==> src/rtl/comp_pkg.sv <==
// Shared types and helpers for the iterative magnitude comparator (comp_iter, comp_digit).
// Build option: COMP_EARLY_EXIT_EN selects early termination in comp_iter.
package comp_pkg;

    typedef enum logic [1:0] {
        StIdle = 2'd0,
        StRun  = 2'd1,
        StDone = 2'd2
    } state_e;

    typedef enum logic [1:0] {
        ResNone = 2'd0,
        ResGt   = 2'd1,
        ResLt   = 2'd2,
        ResEq   = 2'd3
    } result_e;

    // Bits needed to count 0..value-1, never less than one.
    function automatic int unsigned clog2_min1(input int unsigned value);
        int unsigned w;
        w = 1;
        while ((32'd1 << w) < value) begin
            w++;
        end
        return w;
    endfunction

endpackage

==> src/rtl/comp_digit.sv <==
// Combinational unsigned compare of one DIGIT-bit slice, built as an MSB-priority chain
// of 1-bit gt/eq cells.
module comp_digit #(
    parameter int unsigned DIGIT = 4
) (
    input  logic [DIGIT-1:0] a_i,
    input  logic [DIGIT-1:0] b_i,
    output logic             gt_o,
    output logic             eq_o
);

    // Chain index DIGIT is the seed above the MSB; index 0 is the final result.
    logic [DIGIT:0] gt_chain;
    logic [DIGIT:0] eq_chain;

    assign gt_chain[DIGIT] = 1'b0;
    assign eq_chain[DIGIT] = 1'b1;

    for (genvar i = 0; i < DIGIT; i++) begin : g_cell
        assign gt_chain[i] = gt_chain[i+1] | (eq_chain[i+1] & a_i[i] & ~b_i[i]);
        assign eq_chain[i] = eq_chain[i+1] & (a_i[i] ~^ b_i[i]);
    end

    assign gt_o = gt_chain[0];
    assign eq_o = eq_chain[0];

endmodule

==> src/rtl/comp_iter.sv <==
// Multi-cycle MSB-first magnitude comparator, DIGIT bits per cycle, signed or unsigned.
// Define COMP_EARLY_EXIT_EN to stop at the first differing digit; otherwise always N cycles.
module comp_iter
    import comp_pkg::*;
#(
    parameter int unsigned WIDTH = 32,
    parameter int unsigned DIGIT = 4
) (
    input  logic             clk,
    input  logic             rst,
    input  logic             start,
    input  logic             is_signed,
    input  logic [WIDTH-1:0] a,
    input  logic [WIDTH-1:0] b,
    output logic             busy,
    output logic             done,
    output logic             gt,
    output logic             lt,
    output logic             eq
);

    localparam int unsigned N = WIDTH / DIGIT;
    localparam int unsigned CNT_W = clog2_min1(N);
    localparam logic [CNT_W-1:0] LAST = CNT_W'(N - 1);

    state_e           state_q, state_d;
    logic [WIDTH-1:0] ra_q, ra_d;
    logic [WIDTH-1:0] rb_q, rb_d;
    logic [CNT_W-1:0] cnt_q, cnt_d;
    result_e          res_q, res_d;
    logic             gt_q, gt_d;
    logic             lt_q, lt_d;
    logic             eq_q, eq_d;

    logic [WIDTH-1:0] a_ob, b_ob;
    logic             dig_gt, dig_eq;
    result_e          res_now, res_fin;
    logic             finish;
    logic             accept;

    // Offset-binary: flipping both sign bits makes a signed compare an unsigned one.
    always_comb begin
        a_ob = a;
        b_ob = b;
        if (is_signed) begin
            a_ob[WIDTH-1] = ~a[WIDTH-1];
            b_ob[WIDTH-1] = ~b[WIDTH-1];
        end
    end

    comp_digit #(
        .DIGIT(DIGIT)
    ) u_digit (
        .a_i (ra_q[WIDTH-1 -: DIGIT]),
        .b_i (rb_q[WIDTH-1 -: DIGIT]),
        .gt_o(dig_gt),
        .eq_o(dig_eq)
    );

    // The first differing digit decides; later digits cannot change a recorded result.
    always_comb begin
        res_now = res_q;
        if ((res_q == ResNone) && !dig_eq) begin
            res_now = dig_gt ? ResGt : ResLt;
        end
        res_fin = (res_now == ResNone) ? ResEq : res_now;
        finish  = (cnt_q == LAST);
`ifdef COMP_EARLY_EXIT_EN
        finish  = finish || (res_now != ResNone);
`endif
    end

    assign accept = start && (state_q != StRun);

    always_comb begin
        state_d = state_q;
        ra_d    = ra_q;
        rb_d    = rb_q;
        cnt_d   = cnt_q;
        res_d   = res_q;
        gt_d    = gt_q;
        lt_d    = lt_q;
        eq_d    = eq_q;

        unique case (state_q)
            StIdle, StDone: begin
                if (accept) begin
                    state_d = StRun;
                    ra_d    = a_ob;
                    rb_d    = b_ob;
                    cnt_d   = '0;
                    res_d   = ResNone;
                    gt_d    = 1'b0;
                    lt_d    = 1'b0;
                    eq_d    = 1'b0;
                end else begin
                    state_d = StIdle;
                end
            end
            StRun: begin
                ra_d  = ra_q << DIGIT;
                rb_d  = rb_q << DIGIT;
                cnt_d = cnt_q + CNT_W'(1);
                res_d = res_now;
                if (finish) begin
                    state_d = StDone;
                    gt_d    = (res_fin == ResGt);
                    lt_d    = (res_fin == ResLt);
                    eq_d    = (res_fin == ResEq);
                end
            end
            default: begin
                state_d = StIdle;
            end
        endcase
    end

    always_ff @(posedge clk) begin
        if (rst) begin
            state_q <= StIdle;
            ra_q    <= '0;
            rb_q    <= '0;
            cnt_q   <= '0;
            res_q   <= ResNone;
            gt_q    <= 1'b0;
            lt_q    <= 1'b0;
            eq_q    <= 1'b0;
        end else begin
            state_q <= state_d;
            ra_q    <= ra_d;
            rb_q    <= rb_d;
            cnt_q   <= cnt_d;
            res_q   <= res_d;
            gt_q    <= gt_d;
            lt_q    <= lt_d;
            eq_q    <= eq_d;
        end
    end

    assign busy = (state_q == StRun);
    assign done = (state_q == StDone);
    assign gt   = gt_q;
    assign lt   = lt_q;
    assign eq   = eq_q;

endmodule

==> config.mk <==
export PLATFORM = sky130hd
export DESIGN_NAME = comp_iter
export DESIGN_NICKNAME = d
export VERILOG_FILES = /design/src/rtl/comp_pkg.sv /design/src/rtl/comp_digit.sv /design/src/rtl/comp_iter.sv
export SDC_FILE = /design/constraint.sdc
export NUM_CORES = 1
export LEC_CHECK = 0
export ABC_CLOCK_PERIOD_IN_PS = 2600
export CORE_AREA = 2 2 82 84
export CTS_CLUSTER_SIZE = 14
export DETAILED_ROUTE_END_ITERATION = 6
export DIE_AREA = 0 0 84 86
export GPL_TIMING_DRIVEN = 1
export MAX_ROUTING_LAYER = met4
export PLACE_DENSITY = 0.78
export SLEW_MARGIN = 25
export SYNTH_ARGS = -nofsm -noshare
export SYNTH_HDL_FRONTEND = slang
export SYNTH_SLANG_ARGS = --single-unit
==> constraint.sdc <==
create_clock -name clk -period 2.6 [get_ports clk]
set_clock_uncertainty 0.2 [all_clocks]
set_input_delay 0.65 -clock clk [delete_from_list [all_inputs] [get_ports clk]]
set_output_delay 0.65 -clock clk [all_outputs]
set_load 0.02 [all_outputs]
==> flow_summary.ini <==
[clock_network]
cts_tree = built
cts_resized = 0
cts_buffers = 9
clk_latency_ns = 0.34
clkSlewWorstSetupHoldPaths_ns = 0.07
hold_buffers = 0
cts.sinks = 74
cts_max_level = 3
clockBufferDepth = 2
postCtsSetupBuffers = 0
cts_root_buf = clkbuf_8

[detailed_routing]
drt_wl_total_mm = 6.75
drc_errors = 0
avgViaCountPerCell = 5.48
drt-initial-drc-count = 167
vias = 2663
firstDrtPassIters = 4
wl_per_cell_um = 13.9
final_antenna_net_count = 0

[place]
dp_hpwl_mm = 4.50
dp.cells = 470
gp_congestion = 0.753
portBuffers = 72
placed_area_um2 = 3770

[critical_path]
crit_type = reg2out
cp-end-kind = output port
required_ns = 1.75
cp.arrival_ns = 1.54
startpoint_type = flip-flop
crit_fanout = 4

[yosys]
synth_top_family_by_area = compound AO/OA/AOI/OAI gates
synth-compound-area-share = 0.277
syn-cell-area_um2 = 3040
synth_fa_ha_area_frac = 0.0206
synth_mux_area_frac = 0.00329
synth_simple_gate_area_share = 0.137
synthXorXnorAreaFrac = 0.0115
syn_area_per_cell_um2 = 8.86
synth_cell_types = 27
syn_nets = 416
syn_inst = 343
yosys.area.top_type = dfxtp_1
yosysTopAreaCellShare = 0.487
ys_seq_elements = 74
yosysSeqAreaShare = 0.487
ys.warnings.count = 0
synth.area.top_cells = dfxtp_1, a22oi_1, a21oi_1, nand2_1, buf_2

[power]
internal-power_mw = 1.89
switching_share = 0.258
finalPower_mw = 2.55
sequentialPowerShare = 0.491
pwr-share-comb = 0.162
p_per_area_nw_per_um2 = 642
power.switching_uw = 658
clock_power_share = 0.347
p_leak_nw = 1.43
ir_worst_vdd_mv = 0.385

[timing]
final_hold_viol_count = 0
worst-slew-pin-transition_ns = 0.716
post-route-period-util = 0.921
slew_headroom = 0.522
rsz0062_at_grt = false
finalSetupViolCount = 0
clock.fmax_mhz = 418
drv_slew = 0
min_period_ns = 2.39
fin_setup_tns_ns = 0

[finish]
fin_util = 0.632
drive_above_1_share = 0.0685
fin_cells = 486
fillCellCount = 558
multiInputGateArea_um2 = 1380
regArea_um2 = 1480
antenna_cells = 0
nets = 477
final_cell_area_um2 = 3970
syn2layout_area_growth_pct = 30.5

[floorplanning]
die_area_um2 = 7220
dieHeight_um = 86
start_util = 0.484
rows = 29
boundaryPins = 73
core-area_um2 = 6280
fp.dieW_um = 84

[flow_run]
cap_violations = 0

[global_route]
grt_antenna_before_repair = 0
grt_max_degree = 68
grt_pass1_wl_mm = 11.3
grt_pass1_vias = 2504
grt_overflow_total = 0
track_usage = 0.197

[hold_path]
hp-class = reg2reg

[run_status]
status = complete, no violations
path summary, 6_finish.rpt:
check             start  endpoint  slack (ns)  cells past startpoint
min            ra_q[23]  ra_q[23]        0.26                      2
max reg2reg    rb_q[31]        eq        0.32                      9
min reg2reg    ra_q[23]  ra_q[23]        0.26                      2
max          state_q[0]      busy        0.21                      2
power by group through the flow:
stage | Sequential [mW] | Combinational, mW | Clock (mW)
floorplan | 1.26 | 0.269 | 0
global placement | 1.27 | 0.407 | 0
detailed placement | 1.28 | 0.415 | 0
CTS | 1.25 | 0.417 | 0.897
global route | 1.26 | 0.462 | 0.942
finish | 1.25 | 0.414 | 0.883
sequential cells by signal (all words and copies together) (netlist names):
name,flops
lt,1
eq,1
ra_q,32
rb_q,32
gt,1
cnt_q,3
state_q,2
res_q,2
cells in the final DEF, fill, tap and decap left out, types with 2 or more instances in the layout:
master and count:
inv_1 3, a22oi_1 64, xnor2_1 4, nand3_1 6, nand2_1 58, nor2b_1 3, dfxtp_1 74, a21oi_1 59
nand4_1 2, clkbuf_8 10, a221oi_1 2, nor2_1 17, nand2b_1 4, clkbuf_1 2, ha_1 5, buf_4 6
buf_12 2, nor2b_4 2, clkdlybuf4s50_1 71
cell families (layout without fill, tap and decap cells):
logic type                 after synthesis  in the layout
DFF                                     74             74
xor gates and xnor gates                 4              4
and+or+nand+nor                         96             96
muxes                                    1              1
buffers and inverters                   33             99
AOI/OAI and AO/OA                      130            130
adders and majority gates                5              5
routing by layer:
layer  vias up  share of wire  track usage  routed length [um]
met5         -              0            -                   0
li1       1348              -            -                   -
met3         5          0.049       0.0385                 328
met4         0          0.011       0.0704                  74
met1      1254           0.46        0.253                3120
met2        56           0.48        0.312                3230
worst max-delay path, stage by stage (launching register included):
cell and delay (ns):
dfxtp_1 0.43, nor2b_4 0.18, clkdlybuf4s50_1 0.60
per-stage QoR:
stage / setup slack, ns / hold slack, ns
floorplan: 0.465 / 0.236
global placement: 0.354 / 0.242
detailed placement: 0.322 / 0.247
CTS: 0.192 / 0.257
global route: 0.151 / 0.276
finish: 0.206 / 0.257
cell type report:
| class | count | share of cell area |
|---|---|---|
| Multi-Input combinational cell | 236 | 0.348 |
| Clock buffer | 12 | 0.0366 |
| Sequential cell | 74 | 0.374 |
| Timing Repair Buffer | 80 | 0.202 |
| Tap cell | 77 | 0.0243 |
| Inverter | 3 | 0.00284 |
| Clock inverter | 4 | 0.0129 |
cell usage after synthesis:
| cell | number |
|---|---|
| a21oi_1 | 59 |
| a221oi_1 | 2 |
| a22oi_1 | 64 |
| a311oi_2 | 1 |
| a31o_2 | 1 |
| a41oi_1 | 1 |
| and2_1 | 1 |
| and3b_1 | 1 |
| and4_1 | 1 |
| buf_2 | 13 |
| buf_4 | 4 |
| buf_6 | 5 |
| clkbuf_1 | 8 |
| dfxtp_1 | 74 |
| ha_1 | 5 |
| inv_1 | 3 |
| mux2i_1 | 1 |
| nand2_1 | 58 |
| nand2b_1 | 4 |
| nand3_1 | 6 |
| nand4_1 | 2 |
| nor2_1 | 17 |
| nor2_4 | 1 |
| nor2b_1 | 5 |
| o2111a_1 | 1 |
| o21ai_1 | 1 |
| xnor2_1 | 4 |
No activity file was read; power rests on OpenSTA's default activity.
